[config.mk]
export PLATFORM = sky130hd
export DESIGN_NAME = i2s_multi_capture
export DESIGN_NICKNAME = d
export VERILOG_FILES = /design/src/rtl/audio_pkg.sv /design/src/rtl/i2s_line_deser.sv /design/src/rtl/i2s_multi_capture.sv
export SDC_FILE = /design/constraint.sdc
export NUM_CORES = 1
export LEC_CHECK = 0
export CAP_MARGIN = 25
export CORE_MARGIN = 1.5
export CORE_UTILIZATION = 65
export CTS_CLUSTER_SIZE = 25
export DETAILED_ROUTE_END_ITERATION = 8
export PLACE_DENSITY_LB_ADDON = 0.2
export SYNTH_ARGS = -nofsm -noshare
export SYNTH_HDL_FRONTEND = slang
export SYNTH_SLANG_ARGS = --single-unit
[constraint.sdc]
create_clock -name clk_i -period 8.2 [get_ports clk_i]
set_input_delay 2.05 -clock clk_i [delete_from_list [all_inputs] [get_ports clk_i]]
set_output_delay 2.05 -clock clk_i [all_outputs]
set_load 0.01 [all_outputs]
[src/rtl/audio_pkg.sv]
// Shared constants for the I2S capture path: FSM state codes, default widths
// and the channel-tag width helper.
package audio_pkg;

    localparam int unsigned DEF_SAMPLE_W = 24;
    localparam int unsigned DEF_SLOT_W   = 32;

    // Capture FSM state codes
    typedef logic [1:0] cap_state_t;
    localparam cap_state_t C_OFF   = 2'd0;
    localparam cap_state_t C_ALIGN = 2'd1;
    localparam cap_state_t C_RUN   = 2'd2;

    // Serializer FSM state codes
    typedef logic ser_state_t;
    localparam ser_state_t S_IDLE = 1'b0;
    localparam ser_state_t S_EMIT = 1'b1;

    // Width of a channel tag for n_lines stereo lines (never below 1 bit)
    function automatic int unsigned chan_idx_w(input int unsigned n_lines);
        return (n_lines == 0) ? 1 : $clog2(2 * n_lines);
    endfunction

endpackage

[src/rtl/i2s_line_deser.sv]
// One I2S data line: MSB-first shift register, slot bit counter and the
// completed left/right words. The bit seen on an edge belongs to the slot of
// the previous edge's ws, so a ws change closes the old slot with this bit.
module i2s_line_deser
    import audio_pkg::*;
#(
    parameter int unsigned SAMPLE_W = DEF_SAMPLE_W,
    parameter int unsigned SLOT_W   = DEF_SLOT_W
) (
    input  logic                clk_i,
    input  logic                rst_ni,
    input  logic                edge_i,
    input  logic                ws_i,
    input  logic                ws_prev_i,
    input  logic                sd_i,
    output logic [SAMPLE_W-1:0] left_o,
    output logic [SAMPLE_W-1:0] right_o
);
    localparam int unsigned CNT_W = $clog2(SLOT_W + 1);

    logic [SAMPLE_W-1:0] shift_q, shift_d;
    logic [SAMPLE_W-1:0] left_q, left_d;
    logic [SAMPLE_W-1:0] right_q, right_d;
    logic [CNT_W-1:0]    cnt_q, cnt_d;

    // Shift in the first SAMPLE_W bits of a slot; store the word when ws flips
    always_comb begin
        shift_d = shift_q;
        cnt_d   = cnt_q;
        left_d  = left_q;
        right_d = right_q;
        if (edge_i) begin
            if (cnt_q < CNT_W'(SAMPLE_W)) begin
                shift_d = {shift_q[SAMPLE_W-2:0], sd_i};
            end
            if (ws_i != ws_prev_i) begin
                cnt_d = '0;
                if (ws_prev_i) begin
                    right_d = shift_d;
                end else begin
                    left_d = shift_d;
                end
            end else if (cnt_q != CNT_W'(SLOT_W)) begin
                cnt_d = cnt_q + 1'b1;
            end
        end
    end

    // State registers
    always_ff @(posedge clk_i or negedge rst_ni) begin
        if (!rst_ni) begin
            shift_q <= '0;
            cnt_q   <= '0;
            left_q  <= '0;
            right_q <= '0;
        end else begin
            shift_q <= shift_d;
            cnt_q   <= cnt_d;
            left_q  <= left_d;
            right_q <= right_d;
        end
    end

    assign left_o  = left_q;
    assign right_o = right_q;

endmodule

[src/rtl/i2s_multi_capture.sv]
// Multi-line I2S capture: synchronises sck/ws/sd, deserialises N_LINES stereo
// lines, latches whole frames and streams the enabled channels through a FIFO
// with a registered output stage.
module i2s_multi_capture
    import audio_pkg::*;
#(
    parameter int unsigned N_LINES     = 2,
    parameter int unsigned SAMPLE_W    = DEF_SAMPLE_W,
    parameter int unsigned SLOT_W      = DEF_SLOT_W,
    parameter int unsigned OUT_W       = 32,
    parameter int unsigned SIGN_EXTEND = 1,
    parameter int unsigned FIFO_DEPTH  = 8
) (
    input  logic                             clk_i,
    input  logic                             rst_ni,
    input  logic                             sck_i,
    input  logic                             ws_i,
    input  logic [N_LINES-1:0]               sd_i,
    input  logic                             enable_i,
    input  logic [2*N_LINES-1:0]             chan_mask_i,
    output logic [OUT_W-1:0]                 m_data_o,
    output logic [chan_idx_w(N_LINES)-1:0]   m_chan_o,
    output logic                             m_last_o,
    output logic                             m_valid_o,
    input  logic                             m_ready_i,
    output logic                             overflow_o,
    input  logic                             clear_overflow_i,
    output logic [15:0]                      frame_count_o
);
    localparam int unsigned N_CH  = 2 * N_LINES;
    localparam int unsigned CH_W  = chan_idx_w(N_LINES);
    localparam int unsigned PTR_W = $clog2(FIFO_DEPTH);
    localparam int unsigned FW    = OUT_W + CH_W + 1;

    logic               sck_meta_q, sck_s_q, sck_prev_q;
    logic               ws_meta_q, ws_s_q, ws_prev_q;
    logic [N_LINES-1:0] sd_meta_q, sd_s_q;
    logic               sck_edge, boundary;

    // Two-flop synchronisers plus sck history and ws as seen on the last edge
    always_ff @(posedge clk_i or negedge rst_ni) begin
        if (!rst_ni) begin
            sck_meta_q <= 1'b0; sck_s_q <= 1'b0; sck_prev_q <= 1'b0;
            ws_meta_q  <= 1'b0; ws_s_q  <= 1'b0; ws_prev_q  <= 1'b0;
            sd_meta_q  <= '0;   sd_s_q  <= '0;
        end else begin
            sck_meta_q <= sck_i; sck_s_q <= sck_meta_q; sck_prev_q <= sck_s_q;
            ws_meta_q  <= ws_i;  ws_s_q  <= ws_meta_q;
            sd_meta_q  <= sd_i;  sd_s_q  <= sd_meta_q;
            if (sck_edge) ws_prev_q <= ws_s_q;
        end
    end

    assign sck_edge = sck_s_q & ~sck_prev_q;
    assign boundary = sck_edge & ws_prev_q & ~ws_s_q;

    // Channel c = 2*line + right
    logic [SAMPLE_W-1:0] word [N_CH];

    for (genvar l = 0; l < int'(N_LINES); l++) begin : g_line
        i2s_line_deser #(
            .SAMPLE_W (SAMPLE_W),
            .SLOT_W   (SLOT_W)
        ) u_deser (
            .clk_i     (clk_i),
            .rst_ni    (rst_ni),
            .edge_i    (sck_edge),
            .ws_i      (ws_s_q),
            .ws_prev_i (ws_prev_q),
            .sd_i      (sd_s_q[l]),
            .left_o    (word[2*l]),
            .right_o   (word[2*l+1])
        );
    end

    cap_state_t cap_q, cap_d;
    logic       latch_q, latch_d;

    // Capture FSM: align to a ws 1->0 boundary, then one latch per frame
    always_comb begin
        cap_d   = cap_q;
        latch_d = 1'b0;
        case (cap_q)
            C_OFF:   if (enable_i) cap_d = C_ALIGN;
            C_ALIGN: if (boundary) cap_d = C_RUN;
            C_RUN:   latch_d = boundary;
            default: cap_d = C_OFF;
        endcase
        if (!enable_i) begin
            cap_d   = C_OFF;
            latch_d = 1'b0;
        end
    end

    ser_state_t          ser_q, ser_d;
    logic [SAMPLE_W-1:0] hold_q [N_CH];
    logic [N_CH-1:0]     pend_q, pend_d, pend_rest;
    logic [CH_W-1:0]     sel;
    logic                found, load, ovf_set, push, full, empty, pop;
    logic [OUT_W-1:0]    push_data;

    // Lowest pending channel and what remains once it is sent
    always_comb begin
        sel   = '0;
        found = 1'b0;
        for (int c = 0; c < int'(N_CH); c++) begin
            if (pend_q[c] && !found) begin
                sel   = CH_W'(c);
                found = 1'b1;
            end
        end
        pend_rest      = pend_q;
        pend_rest[sel] = 1'b0;
    end

    // Widen the selected sample to the output word
    always_comb begin
        if (SIGN_EXTEND != 0) begin
            push_data = OUT_W'($signed(hold_q[sel]));
        end else begin
            push_data = OUT_W'(hold_q[sel]);
        end
    end

    assign push = (ser_q == S_EMIT) && !full;

    // Serializer FSM: snapshot a frame, then one enabled channel per clock
    always_comb begin
        ser_d   = ser_q;
        pend_d  = pend_q;
        load    = 1'b0;
        ovf_set = 1'b0;
        case (ser_q)
            S_IDLE: begin
                if (latch_q) begin
                    load   = 1'b1;
                    pend_d = chan_mask_i;
                    if (|chan_mask_i) ser_d = S_EMIT;
                end
            end
            default: begin
                ovf_set = latch_q;
                if (push) begin
                    pend_d = pend_rest;
                    if (pend_rest == '0) ser_d = S_IDLE;
                end
            end
        endcase
    end

    // Control state, frame counter and sticky overflow
    always_ff @(posedge clk_i or negedge rst_ni) begin
        if (!rst_ni) begin
            cap_q         <= C_OFF;
            latch_q       <= 1'b0;
            ser_q         <= S_IDLE;
            pend_q        <= '0;
            frame_count_o <= '0;
            overflow_o    <= 1'b0;
            for (int c = 0; c < int'(N_CH); c++) hold_q[c] <= '0;
        end else begin
            cap_q   <= cap_d;
            latch_q <= latch_d;
            ser_q   <= ser_d;
            pend_q  <= pend_d;
            if (latch_q) frame_count_o <= frame_count_o + 16'd1;
            if (ovf_set) begin
                overflow_o <= 1'b1;
            end else if (clear_overflow_i) begin
                overflow_o <= 1'b0;
            end
            if (load) begin
                for (int c = 0; c < int'(N_CH); c++) hold_q[c] <= word[c];
            end
        end
    end

    logic [FW-1:0]    mem_q [FIFO_DEPTH];
    logic [PTR_W-1:0] wr_ptr_q, rd_ptr_q;
    logic [PTR_W:0]   cnt_q;
    logic             out_valid_q;
    logic [FW-1:0]    out_word_q;

    assign full  = (cnt_q == (PTR_W + 1)'(FIFO_DEPTH));
    assign empty = (cnt_q == '0);
    // Refill the output register whenever it is empty or being consumed
    assign pop   = !empty && (!out_valid_q || m_ready_i);

    // FIFO storage
    always_ff @(posedge clk_i) begin
        if (push) mem_q[wr_ptr_q] <= {push_data, sel, (pend_rest == '0)};
    end

    // FIFO pointers and registered output stage
    always_ff @(posedge clk_i or negedge rst_ni) begin
        if (!rst_ni) begin
            wr_ptr_q    <= '0;
            rd_ptr_q    <= '0;
            cnt_q       <= '0;
            out_valid_q <= 1'b0;
            out_word_q  <= '0;
        end else begin
            if (push) wr_ptr_q <= wr_ptr_q + 1'b1;
            if (pop)  rd_ptr_q <= rd_ptr_q + 1'b1;
            if (push && !pop) begin
                cnt_q <= cnt_q + 1'b1;
            end else if (pop && !push) begin
                cnt_q <= cnt_q - 1'b1;
            end
            if (pop) begin
                out_valid_q <= 1'b1;
                out_word_q  <= mem_q[rd_ptr_q];
            end else if (m_ready_i) begin
                out_valid_q <= 1'b0;
            end
        end
    end

    assign m_valid_o = out_valid_q;
    assign m_data_o  = out_word_q[FW-1 -: OUT_W];
    assign m_chan_o  = out_word_q[CH_W:1];
    assign m_last_o  = out_word_q[0];

endmodule

# --- Word-level counts from Yosys, hierarchy flattened ---
# Memory sizes are Yosys's and may differ from the RTL's. A register that Yosys moved wholly into a read port is not among the register bits.
# Index checks and enable logic that the tools add are counted.
totals:
  mem_bits_ro: 0
  n_memories: 1
  mem_bits_rw: 280
  latch_bits: 0
  out_inout_bits: 53
  register_bits: 298
  inputBits: 13
  word_cells: 136
op_classes:
  n_reduce_logical: 34
  order_cmp: 5
  mul: 0
  n_bitwise: 9
  shifts: 0
  n_div: 0
  mux: 41
  n_addsub: 7
  eq_ne: 9
memory_table:
  columns: ["name", "depth", "width", "read_ports", "rd_ports_with_merged_regs", "write_ports", "line_no", "rtl"]
  rows:
  - ["mem_q", 8, 35, 1, 1, 1, "i2s_multi_capture.sv:178", "logic [FW-1:0] mem_q [FIFO_DEPTH];"]
op_table:
  columns: ["op", "count"]
  rows:
  - ["two-way mux 24 bit", 4]
  - ["binary-select mux 24 bit (select 2 bit)", 1]
  - ["two-way mux 6 bit", 4]
  - ["two-way mux 1 bit", 21]
  - ["two-way mux 4 bit", 5]
  - ["adder 16 x 1 -> 16 bit (second input constant)", 1]
  - ["adder 6 x 1 -> 6 bit (second input constant)", 2]
  - ["< comparator 6 x 5 -> 1 bit (second input constant)", 2]
  - ["!= test 6 bit (second input constant)", 2]
  - ["nonzero test 2 bit", 6]
  - ["logical NOT 1 bit", 9]
  - ["logical AND 1 bit", 8]
  - ["logical NOT 4 bit", 2]
  - ["two-way mux 2 bit", 4]
  - ["AND reduction 2 bit", 4]
  - ["adder 3 x 1 -> 3 bit (second input constant)", 2]
  - ["case mux 2 bit (3 select lines)", 1]
  - ["AND reduction 3 bit", 2]
  - ["adder 4 x 1 -> 4 bit (second input constant)", 1]
  - ["bitwise AND 4 bit", 1]
  - ["== test 4 bit (second input constant)", 1]
  - ["NOT 4 bit", 1]
  - ["OR reduction 4 bit", 1]
  - ["subtractor 4 x 1 -> 4 bit (second input constant)", 1]
  - ["other kinds (15)", 19]

# --- Logic depth before layout (Yosys ltp) ---
# Gate-level depths: netlist (run 1).
logic_depth:
  depth_word: 20
  mapped_depth: 11
  ltp_nobuf: 10

# --- Cells and area by module ---
# Synthesis (run 1) repeated with hierarchy kept, for this count alone.
hier_totals:
  cells_unflattened: 1463
  area_unflattened_um2: 22044.9
modules_own_cells:
  columns: ["mod", "area_each_um2", "seq_area_each_um2", "cells_each", "n_inst"]
  rows:
  - ["i2s_multi_capture", 15591.2, 10715.3, 917, 1]
  - ["i2s_line_deser", 3226.8, 1951.9, 273, 2]

# --- Least setup slack after synthesis (run 1) ---
# OpenSTA, ideal clock, no wires.
synth_path:
  kind: "input port to flip-flop"
  from: "in m_ready_i"
  to: "reg cnt_q[3]"
  t_required_ns: 8.064
  path_slack_ns: 4.310
  arrival_ns: 3.754
  stages: 10
  setup_ns: 0.136
  n_path_buf: 1
  cell_sequence: "inv_1 -> a21oi_1 -> inv_1 -> buf_2 -> ha_1 -> inv_1 -> ha_1 -> a21o_1 -> a2111oi_0 -> o31ai_1"
synth_between:
  elab_chain_len: 5
  elab_cells_between_ends: 7
  cone_classes: "mux (1); reduce/logical (6)"
synth_lines:
  columns: ["element", "line_no", "rtl"]
  rows:
  - ["start, declared", "i2s_multi_capture.sv:25", "input logic m_ready_i,"]
  - ["logical OR 1 bit *", "i2s_multi_capture.sv:187", "assign pop = !empty && (!out_valid_q || m_ready_i);"]
  - ["logical AND 1 bit *", "i2s_multi_capture.sv:187", null]
  - ["logical NOT 1 bit", "i2s_multi_capture.sv:205", "if (push && !pop) begin"]
  - ["logical AND 1 bit", "i2s_multi_capture.sv:205", null]
  - ["two-way mux 4 bit / nonzero test 2 bit (equally long branches)", null, null]
  - ["end signal, assigned", "i2s_multi_capture.sv:206", "cnt_q <= cnt_q + 1'b1;"]
  - ["end signal, assigned", "i2s_multi_capture.sv:208", "cnt_q <= cnt_q - 1'b1;"]
  - ["end, declared", "i2s_multi_capture.sv:180", "logic [PTR_W:0] cnt_q;"]
# Mark *: on every way between the ends. The rest lies on a longest branch, timed or not.
# A chain may end at the register's enable or synchronous reset.

# --- Worst setup path after layout (run 1) ---
# Ends and elaborated chain as after synthesis.

==> results.sh, run 1 <==
export IMPL_initial_core_util=0.658
export IMPL_grt_max_degree=138
export IMPL_cts_tree="yes"
export IMPL_crit_type="in2reg"
export IMPL_drt_wl_total_mm=44.2
export IMPL_grt_usage=0.261
export IMPL_clock_tree_root_cell="clkbuf_16"
export IMPL_period_minus_slack_ns=4.18
export IMPL_final_cell_mix="nand2_1 (513), dfrtp_1 (324), edfxtp_1 (216)"
export IMPL_die_area_mm2=0.0350
export IMPL_power_leakage_uw=0.0109
export IMPL_hold_ws_ns=0.352
export IMPL_setup_violations=0
export IMPL_synth_avg_cell_area_um2=12.4
export IMPL_layout_commonest_cell="nand2_1"
export IMPL_cp_end_kind="register"
export IMPL_clkTransAtPathRegs_ns=0.06
export IMPL_synth_area_leader_cell="dfrtp_1"
export IMPL_cp_num_buf_inv=5
export IMPL_die_y_um=187
export IMPL_vdd_drop_max_v=0.000243
export IMPL_drt_initial_drc_count=1078
export IMPL_grt_overflow=0
export IMPL_outcome="complete, no violations"
export IMPL_core_area_mm2=0.0334
export IMPL_clockBufferDepth=3
export IMPL_fin_worst_skew_ns=0.0189
export IMPL_clkSinkCount=541
export IMPL_grt_pass1_wl_mm=72.2
export IMPL_crit_slowest_cell="clkdlybuf4s50_1"
export IMPL_io_buffer_count=65
export IMPL_vias=13412
export IMPL_power_density_mw_per_mm2=293
export IMPL_crit_top_cell="inv_1"
export IMPL_syn_nets=1809
export IMPL_cts_resized=0
export IMPL_path_cells="clkdlybuf4s50_1 > inv_1 > a21oi_2 > buf_4 > inv_1 > ha_1 > inv_1 > ha_1 > a21o_1 > a2111oi_0 > o31ai_1"
export IMPL_drcViolationCount=0
export IMPL_syn_instance_count=1783
export IMPL_critPathRequiredTime_ns=8.62
export IMPL_synth_ff_type="dfrtp_1"
export IMPL_hold_path_class="reg2reg"
export IMPL_yosys_area_top_type_share=0.369
export IMPL_max_slew_margin=0.312
export IMPL_drive_above_1_share=0.0883
export IMPL_wl_per_cell_um=19.2
export IMPL_finalCritPeriodShare=0.509
export IMPL_cts_buffers=52
export IMPL_dp_final_hpwl_mm=24.3
export IMPL_antenna_found_initial=0
export IMPL_first_global_vias=13365
export IMPL_nets=1842
export IMPL_path_max_fanout=30
export IMPL_gp_congestion=0.753
export IMPL_cp_slowest_stage_delay_ns=0.46
export IMPL_ctsHoldBuffers=0
export IMPL_syn_to_final_growth_pct=12.3
export IMPL_total_power_uw=7250
export IMPL_max_freq_mhz=240
export IMPL_synthDistinctLibCells=53
export IMPL_htree_num_levels=2
export IMPL_rsz0062_at_grt="false"
export IMPL_synth_seq_cells=541
export IMPL_critPathArrivalTime_ns=4.60
export IMPL_synth_edf_count=216
export IMPL_async_flop_share=0.601
export IMPL_core_rowCount=67
export IMPL_diodes=0
export IMPL_cap_violations=0
export IMPL_synthTopCellsByArea="dfrtp_1 (37%), edfxtp_1 (29%), nand2_1 (8.8%), mux2i_1 (7.2%), o21ai_0 (2.5%)"
export IMPL_syn_area_mm2=0.0220
export IMPL_yosysSeqAreaShare=0.664
export IMPL_worst_setup_path_start_kind="input port"
export IMPL_yosysWarnings=0
export IMPL_tns_ns=0
export IMPL_clkLatencyLatePin_ns=0.57
export IMPL_num_io_pins=66
export IMPL_slew_viol_final=0
export IMPL_cts_setup_buffers=0
export IMPL_viasPerCell=5.82
export IMPL_drt_first_pass_iters=5
export IMPL_hold_viol=0
export IMPL_die_w_um=187
export IMPL_worst_pin_slew_ns=1.03
export IMPL_drtAntennaViolNets=0
export IMPL_cp_top_family="buffers and inverters"
worst paths after layout:
kind / startpoint / end / slack (ns) / depth (start not counted)
setup / recovery: m_ready_i / cnt_q[3] / 4.02 / 11
hold / removal: sd_meta_q[0] / sd_s_q[0] / 0.35 / 0
setup reg to reg: cnt_q[0] / cnt_q[3] / 5.32 / 9
hold reg to reg: sd_meta_q[0] / sd_s_q[0] / 0.35 / 0
max in group asynchronous: rst_ni / hold_q[29] / 5.07 / 2
min in group asynchronous: rst_ni / cnt_q[1] / 1.59 / 1
cell usage after synthesis (all sizes together), types with 2 or more instances:
| master | instances |
|---|---|
| o31ai | 5 |
| inv | 13 |
| clkbuf | 40 |
| nor2 | 16 |
| nand4 | 6 |
| nor3 | 14 |
| nand3 | 37 |
| ha | 12 |
| nor2b | 6 |
| a21oi | 30 |
| buf | 72 |
| xor2 | 6 |
| o311ai | 2 |
| nand2b | 5 |
| xnor2 | 15 |
| nand3b | 23 |
| nand2 | 518 |
| mux2 | 50 |
| mux2i | 159 |
| edfxtp | 216 |
| and2 | 2 |
| o21ai | 112 |
| a221o | 23 |
| dfrtp | 325 |
| o41ai | 2 |
| a22oi | 54 |
| nor4 | 3 |
worst register-to-register path: stages, from the launching register on:
cell	delay [ns]
dfrtp_1	0.45
or4b_4	0.62
nand2_4	0.19
inv_2	0.10
ha_1	0.25
inv_1	0.16
ha_1	0.25
a21o_1	0.20
a2111oi_0	0.39
o31ai_1	0.14
routing by layer:
layer,share of wire,track usage,wire [um]
met5,0,0,0
met4,0.020,0.0695,901
met3,0.056,0.0373,2480
met2,0.49,0.434,21700
met1,0.43,0.367,19000
cells by family after synthesis:
kind of cell,share of synthesized area
simple gates,0.121
flops,0.664
compound gates,0.0684
mux,0.101
buf+inv,0.0287
xor+xnor,0.00835
fa+ha+maj,0.00818
registers in the layout (all words and copies together), names as in the netlist, 2 cells and up:
signal / count
cap_q: 2
frame_count_o: 16
rd_ptr_q: 3
sd_meta_q: 2
mem_q: 216
cnt_q: 4
g_line.u_deser.left_o: 48
out_word_q: 27
hold_q: 96
g_line.u_deser.shift_q: 48
pend_q: 4
g_line.u_deser.right_o: 48
g_line.u_deser.cnt_q: 12
wr_ptr_q: 3
sd_s_q: 2
power breakdown:
| part | switching (uW) | total, uW | internal, uW |
|---|---|---|---|
| clock network | 969 | 2420 | 1450 |
| logic | 738 | 1380 | 645 |
| registers | 335 | 3450 | 3110 |
| total | 2040 | 7250 | 5210 |
stage by stage:
step / cell area (um2) / utilization / setup slack, ns / std cells
6_report: 24700 / 0.739 / 4.02 / 2305
5_1_grt: 24700 / 0.739 / 3.87 / 2305
4_1_cts: 24700 / 0.738 / 4.06 / 2302
3_5_place_dp: 22900 / 0.685 / 3.47 / 2207
3_3_place_gp: 22900 / 0.685 / 3.49 / 2207
2_1_floorplan: 22000 / - / 4.31 / 1783
layout make-up:
cell class,instances,area (um2)
sequential,541,14600
fill,2165,8720
multi-input combinational,1117,6850
clock buffer,79,1540
timing repair buffer,91,896
tap,448,561
clock inverter,16,209
inverter,13,48.8
(Power assumes the default switching activity.)
==> run 2, diff against run 1 <==
--- a/config.mk
+++ b/config.mk
@@ -7,7 +7,7 @@
 export LEC_CHECK = 0
 export CAP_MARGIN = 25
 export CORE_MARGIN = 1.5
-export CORE_UTILIZATION = 65
+export CORE_UTILIZATION = 55
 export CTS_CLUSTER_SIZE = 25
 export DETAILED_ROUTE_END_ITERATION = 8
 export PLACE_DENSITY_LB_ADDON = 0.2
==> constraint.sdc (replaced) <==
create_clock -name clk_i -period 3.36 [get_ports clk_i]
set_input_delay 0.84 -clock clk_i [delete_from_list [all_inputs] [get_ports clk_i]]
set_output_delay 0.84 -clock clk_i [all_outputs]
set_load 0.01 [all_outputs]
==> run 2 against run 1 <==
  * Combinational power increased to 2.5 times the previous value
  * Worst setup slack got worse by 3.7 ns
  * Clock skew increased by 0.0052 ns
  * Sequential cell count unchanged
  * Cell count increased by 3.9%
  * Largest cell class unchanged
  * Routed wire length decreased by 0.11%
  * Die area increased by 18%
  * Utilization decreased by 11 points
==> results.sh, run 2 (same netlist as run 1, synthesis figures left out) <==
export IMPL_largest_registers="mem_q (216), hold_q (96)"
export IMPL_cts_resized=0
export IMPL_critPathRequiredTime_ns=3.82
export IMPL_r2r_slack_ns=0.37
export IMPL_clock_tree_root_cell="clkbuf_16"
export IMPL_dp_cells=2293
export IMPL_drt_first_pass_iters=5
export IMPL_largest_register="mem_q"
export IMPL_power_leakage_uw=0.0110
export IMPL_antenna_found_initial=0
export IMPL_path_cells="or4b_4 > nand2_4 > inv_2 > ha_1 > inv_1 > ha_1 > a21o_1 > a21oi_1 > mux2i_1 > o31ai_1"
export IMPL_cap_violations=0
export IMPL_worst_setup_path_start_kind="register"
export IMPL_die_area_mm2=0.0412
export IMPL_drt_initial_drc_count=918
export IMPL_r2r_start="cnt_q[0]"
export IMPL_crit_top_cell="ha_1"
export IMPL_gp_congestion=0.780
export IMPL_drt_wl_total_mm=44.1
export IMPL_hold_viol=0
export IMPL_fin_area_mm2=0.0250
export IMPL_clkSinkCount=541
export IMPL_vdd_drop_max_v=0.000372
export IMPL_layout_commonest_cell="nand2_1"
export IMPL_dp_final_hpwl_mm=24.6
export IMPL_die_w_um=203
export IMPL_slew_viol_final=0
export IMPL_clockBufferDepth=3
export IMPL_cts_buffers=54
export IMPL_rsz0062_at_grt="false"
export IMPL_num_io_pins=66
export IMPL_worst_pin_slew_ns=1.02
export IMPL_postPlaceCellArea_mm2=0.0232
export IMPL_stdcell_count=2396
export IMPL_setup_violations=0
export IMPL_crit_type="reg2reg"
export IMPL_crit_slowest_cell="or4b_4"
export IMPL_fin_worst_skew_ns=0.0240
export IMPL_drcViolationCount=0
export IMPL_grt_pass1_wl_mm=71.6
export IMPL_core_area_mm2=0.0396
export IMPL_grt_overflow=0
export IMPL_syn_to_final_growth_pct=13.4
export IMPL_crit_start="cnt_q[0]"
export IMPL_critPathArrivalTime_ns=3.45
export IMPL_nets=1851
export IMPL_largest_reg_flops=216
export IMPL_fin_ws_ns=0.365
export IMPL_diodes=0
export IMPL_max_freq_mhz=334
export IMPL_outcome="complete, no violations"
export IMPL_max_slew_margin=0.316
export IMPL_viasPerCell=5.51
export IMPL_drtAntennaViolNets=0
export IMPL_cts_tree="yes"
export IMPL_drive_above_1_share=0.0935
export IMPL_cp_end_kind="register"
export IMPL_cts_setup_buffers=0
export IMPL_grt_max_degree=102
export IMPL_vias=13198
export IMPL_power_density_mw_per_mm2=713
export IMPL_wl_per_cell_um=18.4
export IMPL_final_cell_mix="nand2_1 (513), dfrtp_1 (324), edfxtp_1 (216)"
export IMPL_cp_top_family="simple AND/OR/NAND/NOR gates"
export IMPL_hold_path_class="in2async"
export IMPL_first_global_vias=13151
export IMPL_grt_usage=0.222
export IMPL_finalCritPeriodShare=0.891
export IMPL_clkLatencyLatePin_ns=0.60
export IMPL_dp_slack_ns=0.169
export IMPL_ctsHoldBuffers=0
export IMPL_core_rowCount=73
export IMPL_io_buffer_count=65
export IMPL_path_max_fanout=10
export IMPL_period_minus_slack_ns=2.99
export IMPL_htree_num_levels=2
export IMPL_tns_ns=0
export IMPL_cp_num_buf_inv=2
export IMPL_cp_slowest_stage_delay_ns=0.60
export IMPL_clkTransAtPathRegs_ns=0.07
export IMPL_initial_core_util=0.556
export IMPL_hold_ws_ns=0.197
export IMPL_die_y_um=203
## run 2: cell count changes in the layout (fill, tap and decap cells not counted), moves of 2 or more
| cell | change |
|---|---|
| clkinv_1 | +2 |
| clkinv_2 | +3 |
| inv_6 | +3 |
| clkbuf_8 | -5 |
| buf_12 | +5 |
| buf_4 | +3 |
## run 2: worst register-to-register path, delay by kind of cell, from the launching register on
family	cells	cell delay, ns
multiplexers	1	0.27
buffers and inverters	2	0.25
flip-flops	1	0.45
adder cells (fa/ha/maj)	2	0.51
AND/OR/NAND/NOR	2	0.78
AO/OA/AOI/OAI	3	0.59
## run 2: power breakdown
| group | leakage (uW) | switching [uW] | total [uW] | internal (uW) |
|---|---|---|---|---|
| combinational | 0.00388 | 1880 | 3450 | 1580 |
| sequential | 0.00624 | 730 | 8330 | 7600 |
| clock | 0.000877 | 2490 | 6010 | 3520 |
| total | 0.0110 | 5100 | 17800 | 12700 |
## run 2: final timing paths
| path | end | cells after the start |
|---|---|---|
| setup / recovery | cnt_q[3] | 10 |
| hold / removal | out_word_q[33] | 1 |
| setup reg to reg | cnt_q[3] | 10 |
| hold reg to reg | ws_s_q | 0 |
| max in group asynchronous | g_line[0].u_deser.shift_q[11] | 2 |
| min in group clk_i | ws_s_q | 0 |
## run 2: area by class of cell
| class | instances | area, um2 |
|---|---|---|
| fill | 3083 | 14700 |
| sequential | 541 | 14600 |
| multi-input combinational | 1117 | 6860 |
| clock buffer | 76 | 1500 |
| timing repair buffer | 98 | 991 |
| tap | 525 | 657 |
| clock inverter | 26 | 283 |
| inverter | 13 | 48.8 |
## run 2: through the flow
stage           util  total power [uW]
2_1_floorplan      -             10600
3_5_place_dp   0.584             11900
6_report       0.630             17800
5_1_grt        0.630             18700
4_1_cts        0.630             18000
3_3_place_gp   0.584             11800
## run 2: metal layers
layer / vias to the layer above / GRT usage / share of wire
li1: 6330 / - / -
met3: 72 / 0.0311 / 0.037
met2: 222 / 0.367 / 0.48
met5: - / 0 / 0
met4: 0 / 0.0696 / 0.022
met1: 6574 / 0.306 / 0.46
==> run 3, diff against run 2 <==
--- a/config.mk
+++ b/config.mk
@@ -7,9 +7,10 @@
 export LEC_CHECK = 0
 export CAP_MARGIN = 25
 export CORE_MARGIN = 1.5
-export CORE_UTILIZATION = 55
+export CORE_UTILIZATION = 37
 export CTS_CLUSTER_SIZE = 25
 export DETAILED_ROUTE_END_ITERATION = 8
+export DONT_BUFFER_PORTS = 1
 export PLACE_DENSITY_LB_ADDON = 0.2
 export SYNTH_ARGS = -nofsm -noshare
 export SYNTH_HDL_FRONTEND = slang
==> run 3 against run 2 <==
  * Clock skew is 0.0019 ns higher
  * Largest cell class unchanged
  * Sequential share of layout area grew 0.72 points
  * Critical path type unchanged
  * Sequential power grew 2%
==> results.sh, run 3 (same netlist as run 1, synthesis figures left out) <==
export IMPL_outcome="complete, no violations"
export IMPL_wl_per_cell_um=17.9
export IMPL_tns_ns=0
export IMPL_initial_core_util=0.374
export IMPL_fillers=5505
export IMPL_vdd_drop_max_v=0.000425
export IMPL_cts_setup_buffers=0
export IMPL_slew_viol_final=0
export IMPL_final_cell_mix="nand2_1 (513), dfrtp_1 (324), edfxtp_1 (216)"
export IMPL_setup_violations=0
export IMPL_crit_type="reg2reg"
export IMPL_drtAntennaViolNets=0
export IMPL_max_slew_margin=0.276
export IMPL_layout_commonest_cell="nand2_1"
export IMPL_cp_end_kind="register"
export IMPL_clkLatencyLatePin_ns=0.61
export IMPL_critPathArrivalTime_ns=3.29
export IMPL_die_area_mm2=0.0610
export IMPL_drt_wl_total_mm=46.3
export IMPL_path_cells="or4b_4 > nand2_4 > inv_2 > ha_1 > inv_1 > ha_1 > a21o_1 > a21oi_1 > mux2i_1 > o31ai_1"
export IMPL_die_y_um=247
export IMPL_worst_pin_slew_ns=1.08
export IMPL_drive_above_1_share=0.0941
export IMPL_hold_viol=0
export IMPL_dp_slack_ns=0.543
export IMPL_rsz0062_at_grt="false"
export IMPL_viasPerCell=4.91
export IMPL_drt_first_pass_iters=5
export IMPL_worst_setup_path_start_kind="register"
export IMPL_path_max_fanout=10
export IMPL_gp_congestion=0.730
export IMPL_fin_ws_ns=0.539
export IMPL_max_freq_mhz=354
export IMPL_cts_tree="yes"
export IMPL_core_area_mm2=0.0589
export IMPL_finalCritPeriodShare=0.840
export IMPL_die_w_um=247
export IMPL_largest_registers="mem_q (216), hold_q (96)"
export IMPL_crit_start="cnt_q[0]"
export IMPL_largest_reg_flops=216
export IMPL_drcViolationCount=0
export IMPL_core_rowCount=89
export IMPL_critPathRequiredTime_ns=3.82
export IMPL_cap_violations=0
export IMPL_num_io_pins=66
export IMPL_clkSinkCount=541
export IMPL_io_buffer_count=0
export IMPL_fin_worst_skew_ns=0.0259
export IMPL_power_leakage_uw=0.0108
export IMPL_diodes=0
export IMPL_clock_tree_root_cell="clkbuf_16"
export IMPL_grt_overflow=0
export IMPL_htree_num_levels=2
export IMPL_syn_to_final_growth_pct=12.0
export IMPL_drt_initial_drc_count=702
export IMPL_r2r_start="cnt_q[0]"
export IMPL_clkTransAtPathRegs_ns=0.06
export IMPL_grt_usage=0.156
export IMPL_hold_path_class="in2async"
export IMPL_cp_slowest_stage_delay_ns=0.59
export IMPL_dp_final_hpwl_mm=26.2
export IMPL_nets=1788
export IMPL_antenna_found_initial=0
export IMPL_clockBufferDepth=3
export IMPL_power_density_mw_per_mm2=710
export IMPL_first_global_vias=12855
export IMPL_crit_slowest_cell="or4b_4"
export IMPL_vias=12659
export IMPL_period_minus_slack_ns=2.82
export IMPL_crit_top_cell="ha_1"
export IMPL_largest_register="mem_q"
export IMPL_grt_max_degree=326
export IMPL_cts_resized=0
export IMPL_cts_buffers=55
export IMPL_grt_pass1_wl_mm=74.4
-- run 3: cell count changes in the layout (fill, tap and decap cells not counted), sizes merged --
cell / delta
clkinv: -6
clkbuf: +8
inv: -2
clkdlybuf4s50: -64
-- run 3: metrics by stage --
step | instances | utilization | total power (uW) | hold slack, ns | area [um2]
3_3_place_gp | 2475 | 0.387 | 11500 | 0.336 | 22800
3_5_place_dp | 2475 | 0.387 | 11500 | 0.343 | 22800
2_1_floorplan | 1783 | - | 10600 | 0.331 | 22000
6_report | 2580 | 0.419 | 17500 | 0.00163 | 24700
4_1_cts | 2577 | 0.418 | 17800 | -0.104 | 24600
5_1_grt | 2580 | 0.419 | 18400 | -0.0514 | 24700
-- run 3: cell type report --
class | instances | area, um2 | share of cell area
clock buffer | 84 | 1590 | 0.0643
inverter | 13 | 48.8 | 0.00198
multi-input combinational | 1117 | 6850 | 0.278
timing repair buffer | 34 | 358 | 0.0145
sequential | 541 | 14600 | 0.593
clock inverter | 18 | 230 | 0.00934
tap | 773 | 967 | 0.0392
-- run 3: worst paths after layout --
path,to,cells past startpoint,slack (ns)
max reg2reg,cnt_q[3],10,0.54
min reg2reg,ws_s_q,0,0.36
min,hold_q[24],0,0.002
min in group clk_i,sd_meta_q[0],0,0.26
max,cnt_q[3],10,0.54
max in group asynchronous,g_line[0].u_deser.cnt_q[1],1,2.74
-- run 3: critical path, delay by kind of cell, from the launching register on --
kind | cells | cell delay [ns]
AND/OR/NAND/NOR | 2 | 0.77
adder cells (fa/ha/maj) | 2 | 0.50
AO/OA/AOI/OAI | 3 | 0.50
flip-flops | 1 | 0.45
buffers and inverters | 2 | 0.25
multiplexers | 1 | 0.22
-- run 3: report_power, final --
group	switching, uW	internal [uW]	leakage [uW]
Sequential	875	7590	0.00624
Combinational	1660	1250	0.00364
Clock	2500	3630	0.000879
Total	5040	12500	0.0108
-- run 3: layer usage --
metal / wire [um] / GRT usage / share of wire
met5: 0 / 0 / 0
met4: 699 / 0.0344 / 0.015
met3: 1510 / 0.0277 / 0.033
met2: 22200 / 0.257 / 0.48
met1: 21900 / 0.214 / 0.47
